==> config.mk <==
export PLATFORM = sky130hd
export DESIGN_NAME = tx_irq_mgr
export DESIGN_NICKNAME = d
export VERILOG_FILES = /design/src/rtl/tx_pkg.sv /design/src/rtl/tx_rr_arb.sv /design/src/rtl/tx_irq_mgr.sv
export SDC_FILE = /design/constraint.sdc
export NUM_CORES = 1
export LEC_CHECK = 0
export BUFFER_PORTS_ARGS = -buffer_cell sky130_fd_sc_hd__buf_4
export CAP_MARGIN = 20
export CORE_AREA = 2 2 215 217
export DETAILED_ROUTE_END_ITERATION = 8
export DIE_AREA = 0 0 217 219
export MAX_ROUTING_LAYER = met4
export PLACE_DENSITY = 0.37
export SYNTH_ARGS = -nofsm -noshare
export SYNTH_HDL_FRONTEND = slang
export SYNTH_HIERARCHICAL = 1
export SYNTH_SLANG_ARGS = --single-unit
==> constraint.sdc <==
create_clock -name clk -period 2.5 [get_ports clk]
set_input_delay 0.125 -clock clk [delete_from_list [all_inputs] [get_ports clk]]
set_output_delay 0.125 -clock clk [all_outputs]
set_load 0.05 [all_outputs]
==> src/rtl/tx_pkg.sv <==
// tx_pkg: shared types and helpers for the multi-channel TX interrupt manager.
// Holds the FSM state encoding, the width of the optional per-channel
// statistics counters and the index-width helper used to derive CW.
package tx_pkg;

  typedef enum logic [1:0] {
    IDLE = 2'd0,
    REQ  = 2'd1,
    HOLD = 2'd2
  } tx_state_e;

  localparam int STAT_W = 16;

  // Bits needed to index n items, never less than one.
  function automatic int clog2(input int n);
    int r;
    r = 0;
    for (int i = 0; i < 31; i++) begin
      if ((1 << i) < n) r = i + 1;
    end
    return (r < 1) ? 1 : r;
  endfunction

endpackage

==> src/rtl/tx_rr_arb.sv <==
// tx_rr_arb: combinational rotating-priority encoder. Returns the first
// asserted request at or after 'base', wrapping modulo NCH.
module tx_rr_arb
  import tx_pkg::*;
#(
  parameter  int NCH = 4,
  localparam int CW  = clog2(NCH)
) (
  input  logic [NCH-1:0] req,
  input  logic [CW-1:0]  base,
  output logic [CW-1:0]  gnt_idx,
  output logic           gnt_vld
);

  logic [CW-1:0] idx;

  // scan channels starting at base; the first hit wins
  always_comb begin
    idx     = '0;
    gnt_idx = '0;
    gnt_vld = 1'b0;
    for (int i = 0; i < NCH; i++) begin
      idx = CW'((int'(base) + i) % NCH);
      if (!gnt_vld && req[idx]) begin
        gnt_vld = 1'b1;
        gnt_idx = idx;
      end
    end
  end

endmodule

==> src/rtl/tx_irq_mgr.sv <==
// tx_irq_mgr: multi-channel TX interrupt generator (pcie_clk domain).
// Per-channel data-ready pulses are latched as pending, qualified against the
// channel's hw/sw pointer pair and enable, arbitrated round-robin and issued
// one at a time over a req/ack handshake, followed by a programmable hold-off
// that coalesces bursts.
// Optional feature: define TX_IRQ_STATS_EN to add per-channel saturating
// counters of acknowledged interrupts, readable through stat_sel/stat_cnt.
module tx_irq_mgr
  import tx_pkg::*;
#(
  parameter  int NCH = 4,
  parameter  int PW  = 64,
  parameter  int TW  = 16,
  localparam int CW  = clog2(NCH)
) (
  input  logic              clk,
  input  logic              rst,
  input  logic [NCH-1:0]    dta_rdy,
  input  logic [NCH*PW-1:0] hw_ptr,
  input  logic [NCH*PW-1:0] sw_ptr,
  input  logic [NCH-1:0]    irq_en,
  input  logic [TW-1:0]     holdoff,
  output logic              irq_req,
  output logic [CW-1:0]     irq_ch,
  input  logic              irq_ack,
  output logic [NCH-1:0]    pend
`ifdef TX_IRQ_STATS_EN
  ,
  input  logic [CW-1:0]     stat_sel,
  output logic [STAT_W-1:0] stat_cnt
`endif
);

  tx_state_e      state;
  logic [CW-1:0]  rr_ptr;
  logic [TW-1:0]  hold_cnt;
  logic [NCH-1:0] ptr_eq;
  logic [NCH-1:0] elig;
  logic [NCH-1:0] gnt_vec;
  logic [CW-1:0]  gnt_idx;
  logic           gnt_vld;
  logic           grant;
  logic           ack_take;

  // a channel is worth an interrupt only while software lags hardware
  always_comb begin
    ptr_eq = '0;
    for (int k = 0; k < NCH; k++) begin
      ptr_eq[k] = (hw_ptr[k*PW +: PW] == sw_ptr[k*PW +: PW]);
    end
    elig = pend & irq_en & ~ptr_eq;
  end

  tx_rr_arb #(.NCH(NCH)) u_arb (
    .req     (elig),
    .base    (rr_ptr),
    .gnt_idx (gnt_idx),
    .gnt_vld (gnt_vld)
  );

  assign grant    = (state == IDLE) && gnt_vld;
  assign ack_take = (state == REQ) && irq_ack;

  // one-hot clear mask for the channel granted this cycle
  always_comb begin
    gnt_vec = '0;
    if (grant) gnt_vec[gnt_idx] = 1'b1;
  end

  // pending bits: a new pulse beats a same-cycle grant or pointer catch-up
  always_ff @(posedge clk or negedge rst) begin
    if (!rst) pend <= '0;
    else      pend <= dta_rdy | (pend & ~gnt_vec & ~ptr_eq);
  end

  // request/hold-off sequencer; the request is never retracted once raised
  always_ff @(posedge clk or negedge rst) begin
    if (!rst) begin
      state    <= IDLE;
      irq_req  <= 1'b0;
      irq_ch   <= '0;
      rr_ptr   <= '0;
      hold_cnt <= '0;
    end else begin
      case (state)
        IDLE: begin
          if (gnt_vld) begin
            irq_ch  <= gnt_idx;
            irq_req <= 1'b1;
            state   <= REQ;
          end
        end
        REQ: begin
          if (irq_ack) begin
            irq_req  <= 1'b0;
            rr_ptr   <= (irq_ch == CW'(NCH - 1)) ? '0 : irq_ch + 1'b1;
            hold_cnt <= holdoff;
            state    <= (holdoff == '0) ? IDLE : HOLD;
          end
        end
        HOLD: begin
          if (hold_cnt <= TW'(1)) begin
            hold_cnt <= '0;
            state    <= IDLE;
          end else begin
            hold_cnt <= hold_cnt - 1'b1;
          end
        end
        default: state <= IDLE;
      endcase
    end
  end

`ifdef TX_IRQ_STATS_EN
  logic [STAT_W-1:0] stat_q [NCH];

  function automatic logic [STAT_W-1:0] sat_inc(input logic [STAT_W-1:0] v);
    return (v == '1) ? v : v + 1'b1;
  endfunction

  // per-channel acknowledged-interrupt counters and registered read port
  always_ff @(posedge clk or negedge rst) begin
    if (!rst) begin
      for (int k = 0; k < NCH; k++) stat_q[k] <= '0;
      stat_cnt <= '0;
    end else begin
      if (ack_take) stat_q[irq_ch] <= sat_inc(stat_q[irq_ch]);
      stat_cnt <= (int'(stat_sel) < NCH) ? stat_q[stat_sel] : '0;
    end
  end
`endif

endmodule

==> impl_metrics.toml <==
[detailed_routing]
firstDrtPassIters = 4
drcViolationCount = 0
routed_wl_um = 28600
vias = 5999
drt-initial-drc-count = 126
antenna_left = 0
post_drt_wl_per_cell_um = 16.7
avgViaCountPerCell = 3.51

[worst_setup_path]
critical_path_arrival_ns = 2.49
crit_chain = "buf_4 -> xor2_1 -> nor4_1 -> nand4_1 -> nor4_4 -> buf_4 -> nor2_1 -> a21oi_1 -> o21ai_0 -> a21oi_1 -> buf_4 -> nand3_1 -> nand2_1 -> o21bai_1"
crit_buf_inv = 3
critPathLaunchType = "input pin"
crit_family = "simple AND/OR/NAND/NOR gates"
path_common_cell = "buf_4"
path_max_fanout = 4
crit_path_max_incr_delay_ns = 0.37
crit_path_end_kind = "flip-flop"
required_ns = 2.66
worstSetupPathType = "input pin to flip-flop"
cp_slowest_cell = "nor4_1"

[placed_design]
hpwlAfterDp_um = 26400
port_buffers = 545
place_congestion = 0.879
placedCellCount = 1701

[cts]
postCtsSetupBuffers = 0
numCtsBuffers = 3
cts_sinks = 27
path_clk_slew_ns = 0.08
tritoncts = "built"
clock-root-buffer = "clkbuf_16"
ctsHtreeMaxLevel = 1
cts_buffer_depth = 2
insertion_delay_ns = 0.28

[floorplanning]
coreArea_sq_mm = 0.0451
die_w_um = 217
start_util = 0.0974
row_count = 78
dieArea_sq_mm = 0.0475
fp.dieH_um = 219
io_pins = 546

[power_and_ir_drop]
clkPwrFrac = 0.204
p_sw_frac = 0.298
p_switching_w = 0.000594
p_leak_nw = 4.69
pwr-share-comb = 0.578
p_per_area_mw_per_mm2 = 208
ir_drop_mv = 0.198
power.share.sequential = 0.219
internal_power_w = 0.00140

[worst_hold_path]
hold_path.class = "input pin to flip-flop"

[sta]
max_freq_ghz = 0.428
slew_viol_final = 0
slew_headroom = 0.534
setup_viol = 0
worst_slew_pin_slew_ns = 0.696
hold_viol = 0
period_share = 0.934
skew_ns = 0.0115
finalCriticalPeriod_ns = 2.33
rsz0062_at_grt = "true"
fin_hold_ws_ns = 0.0533

[global_route]
grtUsageTotal = 0.115
grt_busiest_layer = "met2"
grt_pass1_vias = 6305
gr-total-overflow = 0
antenna_found_initial = 4
grtUsageMet1 = 0.134
grt_use_met3 = 0.0236
grt_max_degree = 28
grt_pass1_wl_um = 39300
grt.met2_usage = 0.209

[run_status]
status = "completed"

[yosys]
synth_commonest_cells = "xor2_1 (256), nor4_1 (76), nand2_1 (33)"
yosys-top-cells-area = "xor2_1 (51%), dfrtp_1 (15%), nor4_1 (11%)"
synth_area_sq_mm = 0.00439
syn_area_per_cell_sq_um = 8.22
synth_cell_types = 43
synth-seq-area-share = 0.154
syn_nets = 1076
synthArstFlopShare = 1.00
yosys_warnings = 6
synth_largest_area_cell = "xor2_1"
syn_inst = 534
synth_edf_count = 0
synthMostInstantiatedCell = "xor2_1"
synth_top_flop_cell = "dfrtp_1"
ys_ff_latch = 27
yosys.area.top_type_share = 0.511

[layout]
layout-drive-gt1-share = 0.539
fillers = 5088
layout.nets = 1649
area_growth_pct = 118
final_cells = 1709

[run]
max_cap_viol_count = 0
-- cell families (layout without fill, tap and decap cells) --
| family | Yosys count | after routing | share of synthesized area |
|---|---|---|---|
| mux | 1 | 1 | 0.00228 |
| compound gates | 61 | 61 | 0.0943 |
| flops | 27 | 27 | 0.154 |
| other cells | 0 | 3 | 0 |
| xor+xnor | 256 | 256 | 0.511 |
| simple gates | 169 | 169 | 0.214 |
| fa+ha+maj | 3 | 3 | 0.00855 |
| buf+inv | 17 | 589 | 0.0165 |
-- per-stage QoR --
stage | total power, W | instance area [sq um] | TNS, ns | utilization | setup WS [ns]
floorplan | 0.000749 | 4390 | 0 | - | 0.400
global placement | 0.00159 | 9410 | -3.48 | 0.209 | -0.580
detailed placement | 0.00159 | 9410 | -3.04 | 0.209 | -0.515
CTS | 0.00202 | 9530 | 0 | 0.211 | 0.0778
global route | 0.00214 | 9590 | -0.00535 | 0.213 | -0.00535
finish | 0.00199 | 9590 | 0 | 0.213 | 0.166
-- sequential cells by signal, summed over array words and instances (netlist names) --
name / count
state: 2
irq_ch: 2
hold_cnt: 16
rr_ptr: 2
irq_req: 1
pend: 4
-- layout by cell type, fill, tap and decap left out, types with 2 or more instances in the layout --
cell	synthesis	layout
o211ai_1	2	2
xor2_1	256	256
nand3_1	5	5
o21ai_0	17	17
nor2_1	17	17
buf_4	0	573
inv_1	10	10
diode_2	0	3
clkbuf_16	0	3
nor4_1	76	66
a221o_1	6	6
a21oi_1	12	12
nand2b_1	3	3
o22ai_1	2	2
nor4_4	0	2
ha_1	3	3
o21bai_1	5	5
o311ai_0	2	2
nand4_1	17	17
or2_2	2	2
a21o_1	2	2
or4_4	2	2
dfrtp_1	27	27
nor3_1	6	6
o221ai_1	2	2
o31ai_1	4	4
nand2_1	33	33
nor4_2	0	8
-- path summary, 6_finish.rpt --
path                                end  slack [ns]   startpoint  cells after the start
setup / recovery                pend[3]        0.17   sw_ptr[27]                     14
hold / removal                  pend[0]        0.05   dta_rdy[0]                      2
setup reg to reg           hold_cnt[14]        0.27  hold_cnt[0]                      6
hold reg to reg                 irq_req        0.49      irq_req                      2
max in group asynchronous       irq_req        1.90          rst                      2
min in group asynchronous  hold_cnt[12]        0.30          rst                      2
-- layer usage --
layer  wire, um  vias to the layer above
met1      11600                     2698
met4        319                        0
met3       1910                       14
met5          0                        -
met2      14800                      238
li1           -                     3049
-- what timing repair did --
item	CTS	global route
hold endpoints to repair	27	0
hold buffers	1	0
gates cloned	0	0
pin swaps	1	1
resized for setup	4	8
endpoints found under the setup margin	6	4
-- area by class of cell --
class	count	area, sq um	share of cell area
inverter	11	41.3	0.00430
tap	600	751	0.0782
clock buffer	3	75.1	0.00782
sequential	27	676	0.0704
antenna	3	7.51	0.000782
timing repair buffer	574	4310	0.449
clock inverter	1	8.76	0.000913
multi-input combinational	490	3720	0.388
-- power by group through the flow --
stage	clock network [W]	logic [W]	registers (W)
floorplan	0	0.000304	0.000445
global placement	0	0.00114	0.000445
detailed placement	0	0.00115	0.000445
CTS	0.000425	0.00116	0.000436
global route	0.000441	0.00126	0.000436
finish	0.000407	0.00115	0.000436
No activity file was read; power rests on OpenSTA's default activity.
